File: config.mk
export PLATFORM = sky130hd
export DESIGN_NAME = sy_dcache_flush_unit_flat
export DESIGN_NICKNAME = d
export VERILOG_FILES = /design/src/rtl/sy_pkg.sv /design/src/rtl/sy_dcache_flush_unit_if.sv /design/src/rtl/sy_flush_walker.sv /design/src/rtl/sy_dcache_flush_unit.sv /design/src/flat_wrapper.sv
export SDC_FILE = /design/constraint.sdc
export NUM_CORES = 1
export LEC_CHECK = 0
export ABC_AREA = 1
export ABC_CLOCK_PERIOD_IN_PS = 1400
export CAP_MARGIN = 10
export CELL_PAD_IN_SITES_DETAIL_PLACEMENT = 0
export CELL_PAD_IN_SITES_GLOBAL_PLACEMENT = 2
export CORE_AREA = 3 3 452 454
export DETAILED_ROUTE_END_ITERATION = 8
export DIE_AREA = 0 0 455 457
export HOLD_SLACK_MARGIN = 0.08
export MAX_ROUTING_LAYER = met4
export PLACE_DENSITY = 0.6
export REMOVE_ABC_BUFFERS = 1
export SKIP_CTS_REPAIR_TIMING = 1
export SLEW_MARGIN = 40
export SYNTH_ARGS = -nofsm -noshare
export SYNTH_HDL_FRONTEND = slang
export SYNTH_SLANG_ARGS = --single-unit
File: constraint.sdc
create_clock -name clk_i -period 1.4 [get_ports clk_i]
set_input_delay 0.14 -clock clk_i [delete_from_list [all_inputs] [get_ports clk_i]]
set_output_delay 0.14 -clock clk_i [all_outputs]
set_load 0.005 [all_outputs]
File: src/rtl/sy_pkg.sv
// sy_pkg: D$ geometry defaults, flush FSM state encoding and line-address helper.
package sy_pkg;
  localparam int SETS   = 64;
  localparam int WAYS   = 4;
  localparam int LINE_W = 512;
  localparam int TAG_W  = 20;
  localparam int OFFS_W = 6;
  localparam int AWTH   = 64;
  typedef enum logic [3:0] {
    IDLE, WAIT_IDLE, RD_TAG, CHK, RD_DATA, WB, INV, NEXT, ACK, REL
  } flush_state_e;
  function automatic logic [63:0] line_addr(input logic [63:0] tag, input logic [63:0] set,
                                            input int set_w, input int offs_w);
    return (tag << (set_w + offs_w)) | (set << offs_w);
  endfunction
endpackage

File: src/rtl/sy_dcache_flush_unit_if.sv
// sy_dcache_flush_unit_if: flush handshake, D$ tag/data array and writeback port bundle.
// master = flush unit, slave = pipeline controller / D$ arrays / memory side.
interface sy_dcache_flush_unit_if #(
  parameter int SETS   = sy_pkg::SETS,
  parameter int WAYS   = sy_pkg::WAYS,
  parameter int LINE_W = sy_pkg::LINE_W,
  parameter int TAG_W  = sy_pkg::TAG_W,
  parameter int AWTH   = sy_pkg::AWTH
);
  localparam int SW = $clog2(SETS);
  localparam int WW = WAYS > 1 ? $clog2(WAYS) : 1;
  logic              flush_req_i;
  logic              flush_ack_o;
  logic              flush_busy_o;
  logic              cache_idle_i;
  logic              tag_rd_en_o;
  logic [SW-1:0]     tag_set_o;
  logic [WW-1:0]     tag_way_o;
  logic              tag_rd_valid_i;
  logic              tag_rd_dirty_i;
  logic [TAG_W-1:0]  tag_rd_tag_i;
  logic              tag_wr_en_o;
  logic              data_rd_en_o;
  logic [LINE_W-1:0] data_rd_i;
  logic              wb_req_o;
  logic [AWTH-1:0]   wb_addr_o;
  logic [LINE_W-1:0] wb_data_o;
  logic              wb_gnt_i;
  logic [31:0]       flush_wb_cnt_o;
  modport master (
    input  flush_req_i, cache_idle_i, tag_rd_valid_i, tag_rd_dirty_i, tag_rd_tag_i, data_rd_i, wb_gnt_i,
    output flush_ack_o, flush_busy_o, tag_rd_en_o, tag_set_o, tag_way_o, tag_wr_en_o, data_rd_en_o,
           wb_req_o, wb_addr_o, wb_data_o, flush_wb_cnt_o
  );
  modport slave (
    output flush_req_i, cache_idle_i, tag_rd_valid_i, tag_rd_dirty_i, tag_rd_tag_i, data_rd_i, wb_gnt_i,
    input  flush_ack_o, flush_busy_o, tag_rd_en_o, tag_set_o, tag_way_o, tag_wr_en_o, data_rd_en_o,
           wb_req_o, wb_addr_o, wb_data_o, flush_wb_cnt_o
  );
endinterface

File: src/rtl/sy_flush_walker.sv
// sy_flush_walker: set/way walk counter, way-major, flags the final (SETS-1, WAYS-1) line.
module sy_flush_walker #(
  parameter int SETS = 4,
  parameter int WAYS = 2
) (
  input  logic                                clk_i,
  input  logic                                rst_i,
  input  logic                                inc_i,
  output logic [$clog2(SETS)-1:0]             set_o,
  output logic [(WAYS > 1 ? $clog2(WAYS) : 1)-1:0] way_o,
  output logic                                last_o
);
  localparam int SW = $clog2(SETS);
  localparam int WW = WAYS > 1 ? $clog2(WAYS) : 1;
  logic way_wrap;
  assign way_wrap = way_o == WW'(WAYS - 1);
  assign last_o   = way_wrap && set_o == SW'(SETS - 1);
  // both fields wrap to zero on the last line, leaving the counters cleared for the next flush
  always_ff @(posedge clk_i or negedge rst_i) begin
    if (!rst_i) begin
      set_o <= '0;
      way_o <= '0;
    end else if (inc_i) begin
      way_o <= way_wrap ? '0 : way_o + 1'b1;
      set_o <= way_wrap ? set_o + 1'b1 : set_o;
    end
  end
endmodule

File: src/rtl/sy_dcache_flush_unit.sv
// sy_dcache_flush_unit: walks every D$ set/way, writes back dirty lines and invalidates all.
// Define SY_DCACHE_FLUSH_PERF_EN to get a saturating count of written-back lines on flush_wb_cnt_o.
module sy_dcache_flush_unit
  import sy_pkg::*;
#(
  parameter int SETS   = sy_pkg::SETS,
  parameter int WAYS   = sy_pkg::WAYS,
  parameter int LINE_W = sy_pkg::LINE_W,
  parameter int TAG_W  = sy_pkg::TAG_W,
  parameter int OFFS_W = sy_pkg::OFFS_W,
  parameter int AWTH   = sy_pkg::AWTH
) (
  input logic                    clk_i,
  input logic                    rst_i,
  sy_dcache_flush_unit_if.master bus
);
  localparam int SW = $clog2(SETS);
  localparam int WW = WAYS > 1 ? $clog2(WAYS) : 1;
  flush_state_e      state_q, state_d;
  logic [TAG_W-1:0]  tag_q;
  logic [LINE_W-1:0] line_q;
  logic [SW-1:0]     set_q;
  logic [WW-1:0]     way_q;
  logic              last, hit;
  sy_flush_walker #(.SETS(SETS), .WAYS(WAYS)) u_walker (
    .clk_i (clk_i),
    .rst_i (rst_i),
    .inc_i (state_q == NEXT),
    .set_o (set_q),
    .way_o (way_q),
    .last_o(last)
  );
  assign hit = bus.tag_rd_valid_i & bus.tag_rd_dirty_i;
  always_ff @(posedge clk_i or negedge rst_i) begin
    if (!rst_i) begin
      state_q <= IDLE;
      tag_q   <= '0;
      line_q  <= '0;
    end else begin
      state_q <= state_d;
      if (state_q == CHK && hit) tag_q <= bus.tag_rd_tag_i;
      if (state_q == RD_DATA) line_q <= bus.data_rd_i;
    end
  end
  // REL holds until the request drops so a lingering request never starts a second walk
  always_comb begin
    state_d = state_q;
    case (state_q)
      IDLE:      state_d = bus.flush_req_i ? WAIT_IDLE : IDLE;
      WAIT_IDLE: state_d = bus.cache_idle_i ? RD_TAG : WAIT_IDLE;
      RD_TAG:    state_d = CHK;
      CHK:       state_d = hit ? RD_DATA : INV;
      RD_DATA:   state_d = WB;
      WB:        state_d = bus.wb_gnt_i ? INV : WB;
      INV:       state_d = NEXT;
      NEXT:      state_d = last ? ACK : RD_TAG;
      ACK:       state_d = REL;
      REL:       state_d = bus.flush_req_i ? REL : IDLE;
      default:   state_d = IDLE;
    endcase
  end
  assign bus.flush_busy_o = state_q != IDLE && state_q != REL;
  assign bus.flush_ack_o  = state_q == ACK;
  assign bus.tag_rd_en_o  = state_q == RD_TAG;
  assign bus.tag_wr_en_o  = state_q == INV;
  assign bus.data_rd_en_o = state_q == CHK && hit;
  assign bus.wb_req_o     = state_q == WB;
  assign bus.tag_set_o    = set_q;
  assign bus.tag_way_o    = way_q;
  assign bus.wb_addr_o    = AWTH'(line_addr(64'(tag_q), 64'(set_q), SW, OFFS_W));
  assign bus.wb_data_o    = line_q;
`ifdef SY_DCACHE_FLUSH_PERF_EN
  logic [31:0] wb_cnt_q;
  always_ff @(posedge clk_i or negedge rst_i) begin
    if (!rst_i) wb_cnt_q <= '0;
    else if (state_q == WB && bus.wb_gnt_i && !(&wb_cnt_q)) wb_cnt_q <= wb_cnt_q + 1'b1;
  end
  assign bus.flush_wb_cnt_o = wb_cnt_q;
`else
  assign bus.flush_wb_cnt_o = '0;
`endif
endmodule

File: src/flat_wrapper.sv
// flat-port wrapper written by rule: the top's interface ports become plain ports
module sy_dcache_flush_unit_flat import sy_pkg::*;
#(
  parameter int SETS   = sy_pkg::SETS,
  parameter int WAYS   = sy_pkg::WAYS,
  parameter int LINE_W = sy_pkg::LINE_W,
  parameter int TAG_W  = sy_pkg::TAG_W,
  parameter int OFFS_W = sy_pkg::OFFS_W,
  parameter int AWTH   = sy_pkg::AWTH
)
  (clk_i, rst_i, bus_flush_req_i, bus_cache_idle_i, bus_tag_rd_valid_i, bus_tag_rd_dirty_i, bus_tag_rd_tag_i, bus_data_rd_i, bus_wb_gnt_i, bus_flush_ack_o, bus_flush_busy_o, bus_tag_rd_en_o, bus_tag_set_o, bus_tag_way_o, bus_tag_wr_en_o, bus_data_rd_en_o, bus_wb_req_o, bus_wb_addr_o, bus_wb_data_o, bus_flush_wb_cnt_o);
  sy_dcache_flush_unit_if #(.SETS(SETS), .WAYS(WAYS), .LINE_W(LINE_W), .TAG_W(TAG_W), .AWTH(AWTH)) bus_i ();
  input logic clk_i;
  input logic rst_i;
  input wire logic [$bits(bus_i.flush_req_i)-1:0] bus_flush_req_i;
  input wire logic [$bits(bus_i.cache_idle_i)-1:0] bus_cache_idle_i;
  input wire logic [$bits(bus_i.tag_rd_valid_i)-1:0] bus_tag_rd_valid_i;
  input wire logic [$bits(bus_i.tag_rd_dirty_i)-1:0] bus_tag_rd_dirty_i;
  input wire logic [$bits(bus_i.tag_rd_tag_i)-1:0] bus_tag_rd_tag_i;
  input wire logic [$bits(bus_i.data_rd_i)-1:0] bus_data_rd_i;
  input wire logic [$bits(bus_i.wb_gnt_i)-1:0] bus_wb_gnt_i;
  output wire logic [$bits(bus_i.flush_ack_o)-1:0] bus_flush_ack_o;
  output wire logic [$bits(bus_i.flush_busy_o)-1:0] bus_flush_busy_o;
  output wire logic [$bits(bus_i.tag_rd_en_o)-1:0] bus_tag_rd_en_o;
  output wire logic [$bits(bus_i.tag_set_o)-1:0] bus_tag_set_o;
  output wire logic [$bits(bus_i.tag_way_o)-1:0] bus_tag_way_o;
  output wire logic [$bits(bus_i.tag_wr_en_o)-1:0] bus_tag_wr_en_o;
  output wire logic [$bits(bus_i.data_rd_en_o)-1:0] bus_data_rd_en_o;
  output wire logic [$bits(bus_i.wb_req_o)-1:0] bus_wb_req_o;
  output wire logic [$bits(bus_i.wb_addr_o)-1:0] bus_wb_addr_o;
  output wire logic [$bits(bus_i.wb_data_o)-1:0] bus_wb_data_o;
  output wire logic [$bits(bus_i.flush_wb_cnt_o)-1:0] bus_flush_wb_cnt_o;
  assign bus_i.flush_req_i = bus_flush_req_i;
  assign bus_i.cache_idle_i = bus_cache_idle_i;
  assign bus_i.tag_rd_valid_i = bus_tag_rd_valid_i;
  assign bus_i.tag_rd_dirty_i = bus_tag_rd_dirty_i;
  assign bus_i.tag_rd_tag_i = bus_tag_rd_tag_i;
  assign bus_i.data_rd_i = bus_data_rd_i;
  assign bus_i.wb_gnt_i = bus_wb_gnt_i;
  assign bus_flush_ack_o = bus_i.flush_ack_o;
  assign bus_flush_busy_o = bus_i.flush_busy_o;
  assign bus_tag_rd_en_o = bus_i.tag_rd_en_o;
  assign bus_tag_set_o = bus_i.tag_set_o;
  assign bus_tag_way_o = bus_i.tag_way_o;
  assign bus_tag_wr_en_o = bus_i.tag_wr_en_o;
  assign bus_data_rd_en_o = bus_i.data_rd_en_o;
  assign bus_wb_req_o = bus_i.wb_req_o;
  assign bus_wb_addr_o = bus_i.wb_addr_o;
  assign bus_wb_data_o = bus_i.wb_data_o;
  assign bus_flush_wb_cnt_o = bus_i.flush_wb_cnt_o;
  sy_dcache_flush_unit #(.SETS(SETS), .WAYS(WAYS), .LINE_W(LINE_W), .TAG_W(TAG_W), .OFFS_W(OFFS_W), .AWTH(AWTH)) u_core (.clk_i(clk_i), .rst_i(rst_i), .bus(bus_i));
endmodule
# Yosys cells after proc, flatten, opt, wreduce, memory -nomap -nowiden
# Cells that the tools add are included.
# word_totals
ff_bits,544
word_cells,35
in_bits,539
out_inout_bits,622
# op_classes
n_mux,8
n_addsub,2
reduce_logical,6
bitwise_logic,2
n_eq_ne,12
# ops
cell,count
case mux 4 bit (10 select lines),1
bitwise OR 32 x 12 -> 32 bit,1
equality test 4 x 3 -> 1 bit (second input constant),4
equality test 4 x 2 -> 1 bit (second input constant),2
equality test 4 bit (second input constant),2
2-to-1 mux 2 bit,4
2-to-1 mux 4 bit,2
adder 6 x 1 -> 6 bit (second input constant),1
equality test 6 bit (second input constant),1
equality test 4 x 1 -> 1 bit (second input constant),1
zero test 4 bit,1
inequality test 4 bit (second input constant),1
nonzero test 4 bit,1
logical AND 1 bit,3
adder 2 x 1 -> 2 bit (second input constant),1
equality test 2 bit (second input constant),1
AND reduction 2 bit,1
AND 1 bit,1
2-to-1 mux 1 bit,1

# Logic depth before layout (Yosys ltp)
# logic_depth
depth_word,4
mapped_depth,8
depth_no_buf,7

# Hierarchy
# Synthesis repeated with hierarchy kept, for this count alone.
# unflattened
cells_unflattened,2481
hier_area_um2,22340.2
# by_module_without_submodules
module,cells_each,seq_area_each_um2,area_per_inst_um2,n_inst
sy_dcache_flush_unit,2434,13412.9,21908.5,1
sy_flush_walker,47,200.2,431.7,1

# Worst setup path before layout
# No wires, ideal clock.
# synth_path
path_type,register to register
start,reg u_core.state_q[3]
end,"reg u_core.line_q[405], in the netlist u_core.bus.wb_data_o[405]"
t_arrival_ps,1192
setup_ps,116
setup_slack_ps,91
n_path_buf,2
required_ps,1284
stages_incl_launch_ff,9
synth_period_minus_slack_ps,1309
path_cell_list,dfrtp_1 inv_1 nand2_2 inv_2 nand2_2 buf_2 buf_4 nand2_1 nand2_1
# synth_via
elab_chain_len,1
# synth_rtl
element,line_no,text
from (decl),sy_dcache_flush_unit.sv:19,"flush_state_e state_q, state_d;"
from (signal assigned),sy_dcache_flush_unit.sv:40,state_q <= state_d;
equality test 4 x 3 -> 1 bit,sy_dcache_flush_unit.sv:42,if (state_q == RD_DATA) line_q <= bus.data_rd_i;
to (signal assigned),sy_dcache_flush_unit.sv:42,
to (decl),sy_dcache_flush_unit.sv:21,logic [LINE_W-1:0] line_q;
# No other way between the ends.
# A chain may end at the register's enable or synchronous reset.

# Final worst setup path
# layout_path
start,reg u_core.state_q[3]
end,out bus_flush_busy_o
# layout_via
elab_chain_len,2
elab_cells_between_ends,3
classes_between,eq/ne (1); reduce/logical (2)
# layout_rtl
element,line_no,text
inequality test 4 bit or nonzero test 4 bit (tied branches),sy_dcache_flush_unit.sv:62,assign bus.flush_busy_o = state_q != IDLE && state_q != REL;
logical AND 1 bit (*),sy_dcache_flush_unit.sv:62,
to (decl),flat_wrapper.sv:23,output wire logic [$bits(bus_i.flush_busy_o)-1:0] bus_flush_busy_o;
# Every way passes the cells marked *; elsewhere a longest branch is shown, timed or not.

==> metrics.md <==
| Metric | Value |
|---|---|
| Status | `finished, violations left` |
| Violated checks | `setup timing` |
| H-tree Lvls | `3` |
| Clk root buf | `clkbuf_16` |
| Num rows | `164` |
| Max_cap viols | `0` |
| I/O pin count | `1161` |
| Initial antenna violation count | `31` |
| Setup violators final | `556` |
| Min-Delay Startpoint | `bus_data_rd_i[299]` |
| GRT busiest layer | `met2` |
| Worst EP required | `1.26 ns` |
| Clock-pin slew on the worst setup and hold paths | `0.06 ns` |
| Area grow syn2layout | `104%` |
| Worst rel slew slack | `0.632` |
| Dominant cell type by area after synthesis | `dfrtp_1` |
| Nets | `4849` |
| Synth cell types | `24` |
| Worst slew pin tran | `0.550 ns` |
| CP Class | `register to output pin` |
| Met2 GRT Util | `0.210` |
| Worst reg2reg path depth | `8` |
| Die Width | `455 um` |
| Largest net degree at the start of global routing | `54` |
| Flops & latches, synth | `544` |
| Vias in the first global route | `22200` |
| TNS Setup | `-130.30 ns` |
| Drt wl/cell | `21.4 um` |
| Synthesis warning total | `0` |
| Commonest cells after routing, fill and taps aside | `nand2_1 (1081), clkdlybuf4s50_1 (537), dfrtp_1 (503)` |
| Filler cells | `22000` |
| CP endpoint kind | `output pin` |
| Clock power share | `0.202` |
| Synthesized area | `22200 um2` |
| CTS tree | `built` |
| Min-Delay Endpoint | `u_core.bus.wb_data_o[299]` |
| Hold Path Depth | `3` |
| DP Worst Slack | `-0.382 ns` |
| Tot GR Track Use | `0.135` |
| Top cells by area, synth | `dfrtp_1 (61%), nand2_1 (19%), nand3_1 (12%)` |
| Final WL | `151 mm` |
| Fraction of layout instances using a drive strength above 1 | `0.263` |
| First-pass GRT wire length | `190 mm` |
| Fin worst setup slack | `-0.452 ns` |
| P_leak | `21.9 nW` |
| P per Cell Area | `2180 nW/um2` |
| Fmax | `540 MHz` |
| Clock Tree Buf Depth | `3` |
| DR pass1 iterations | `5` |
| RSZ-0062 raised after global routing | `yes` |
| Clock skew | `0.0375 ns` |
| Psw | `0.0397 W` |
| Met1 Usage GRT | `0.163` |
| DP Wirelength | `114 mm` |
| Total gr overflow | `0` |
| Avg Cell Area, Syn | `8.95 um2` |
| Hold WC Path Type | `input port to register` |
| Most common cell after layout, fill and taps aside | `nand2_1` |
| Arr. time, crit path | `1.71 ns` |
| Die ar. | `208000 um2` |
| Final Max Slew Viols | `0` |
| Combinational Power Share | `0.498` |
| R2R Path End | `u_core.bus.wb_data_o[373]` |
| Crit Path Max Fanout | `3` |
| Sequential power share | `0.300` |
| Clk Latency, worst-skew pair | `0.69 ns` |
| Vias/cell | `3.47` |
| Met3 GRT Util | `0.0555` |
| Seq/Total Area, Yosys | `0.614` |
| PortBufs | `1090` |
| Min cycle time layout | `1.85 ns` |
| Inserted Clock Buffers | `76` |
| Die height | `457 um` |
| Endpoints failing hold | `0` |
| Reg2Reg Setup Slack | `-0.35 ns` |
| Area of the multi-input gates | `7540 um2` |
| DRC Markers | `0` |
| VDD IR max | `0.803 mV` |
| First-iteration detailed-routing DRC count | `1314` |
| Via count | `24500` |
| Clk sinks | `544` |
| Core ar. | `200000 um2` |
| Fin crit share | `1.32` |
| Post-Syn Instances | `2477` |
| Reg2reg start | `u_core.state_q[1]` |
| Int Power | `0.0591 W` |
| Antenna Nets Post-Route | `0` |
| Final Util | `0.226` |
| Routability cong. | `0.865` |
| Sw frac | `0.402` |
| Seq. cell area | `13700 um2` |
| Total Power | `0.0987 W` |
| Initial core utilization | `0.111` |
| CP startpoint kind | `register` |
| Synth top area share | `0.614` |
how the worst max path moves through the flow:
stage,startpoint,endpoint,slack (ns)
2_1_floorplan,u_core.state_q[0],u_core.state_q[0],-20.44
3_3_place_gp,u_core.state_q[3],u_core.bus.wb_data_o[57],-0.36
3_5_place_dp,u_core.state_q[0],bus_flush_busy_o,-0.38
4_1_cts,u_core.state_q[0],bus_flush_busy_o,-1.17
5_1_grt,u_core.state_q[3],bus_flush_busy_o,-0.57
6_report,u_core.state_q[3],bus_flush_busy_o,-0.45
layout make-up:
class | count | area share
Clock buffer | 116 | 0.0496
Multi-Input combinational cell | 1741 | 0.167
Inverter | 11 | 0.00108
Timing Repair Buffer | 1934 | 0.400
Clock inverter | 22 | 0.00633
Antenna cell | 18 | 0.000996
Tap cell | 2656 | 0.0735
Sequential cell | 544 | 0.302
power groups by stage:
stage | Combinational, W | Clock [W] | Sequential [W]
after floorplan | 0.00672 | 0 | 0.0260
after global placement | 0.0459 | 0 | 0.0291
after detailed placement | 0.0458 | 0 | 0.0292
after CTS | 0.0459 | 0.0207 | 0.0291
after global routing | 0.0542 | 0.0213 | 0.0303
final | 0.0492 | 0.0199 | 0.0296
stage by stage:
step                      std cells  instance area (um2)  hold WS (ns)
after floorplan                2295                20900        -0.156
after global placement         6200                37000        0.0794
after detailed placement       6200                37000        0.0773
after CTS                      6338                39600        -0.716
after global routing           7040                45200        0.0788
final                          7042                45200         0.101
state kept, by name, indices dropped and copies added, names as in the netlist:
| signal | cells |
|---|---|
| u_core.u_walker.set_o | 6 |
| u_core.bus.wb_data_o | 512 |
| u_core.u_walker.way_o | 2 |
| u_core.state_q | 4 |
| u_core.tag_q | 20 |
cells in the mapped netlist (all sizes together):
master	number
a22oi	1
buf	236
clkbuf	15
conb	1
dfrtp	544
ha	2
inv	11
nand2	1099
nand3	520
nand3b	1
nor2	14
nor3	2
nor4	1
o211ai	1
o21a	1
o21ai	26
xnor2	2
kinds of logic after synthesis:
family                     share of synthesized area
buffers and inverters                         0.0690
other                                       0.000169
xor gates and xnor gates                    0.000791
DFF                                            0.614
and+or+nand+nor                                0.308
adders and majority gates                    0.00113
AOI/OAI and AO/OA                            0.00689
routing by layer:
metal	routed length, um	share of wire
met5	0	0
met4	3280	0.022
met3	13900	0.092
met2	69500	0.46
met1	63900	0.42
critical path: stages, from the launching register on:
cell     delay (ns)
dfrtp_1        0.42
inv_2          0.09
buf_6          0.11
nor2_2         0.05
a22oi_2        0.21
buf_2          0.17
Note: power is estimated with default switching activity, not from simulation.
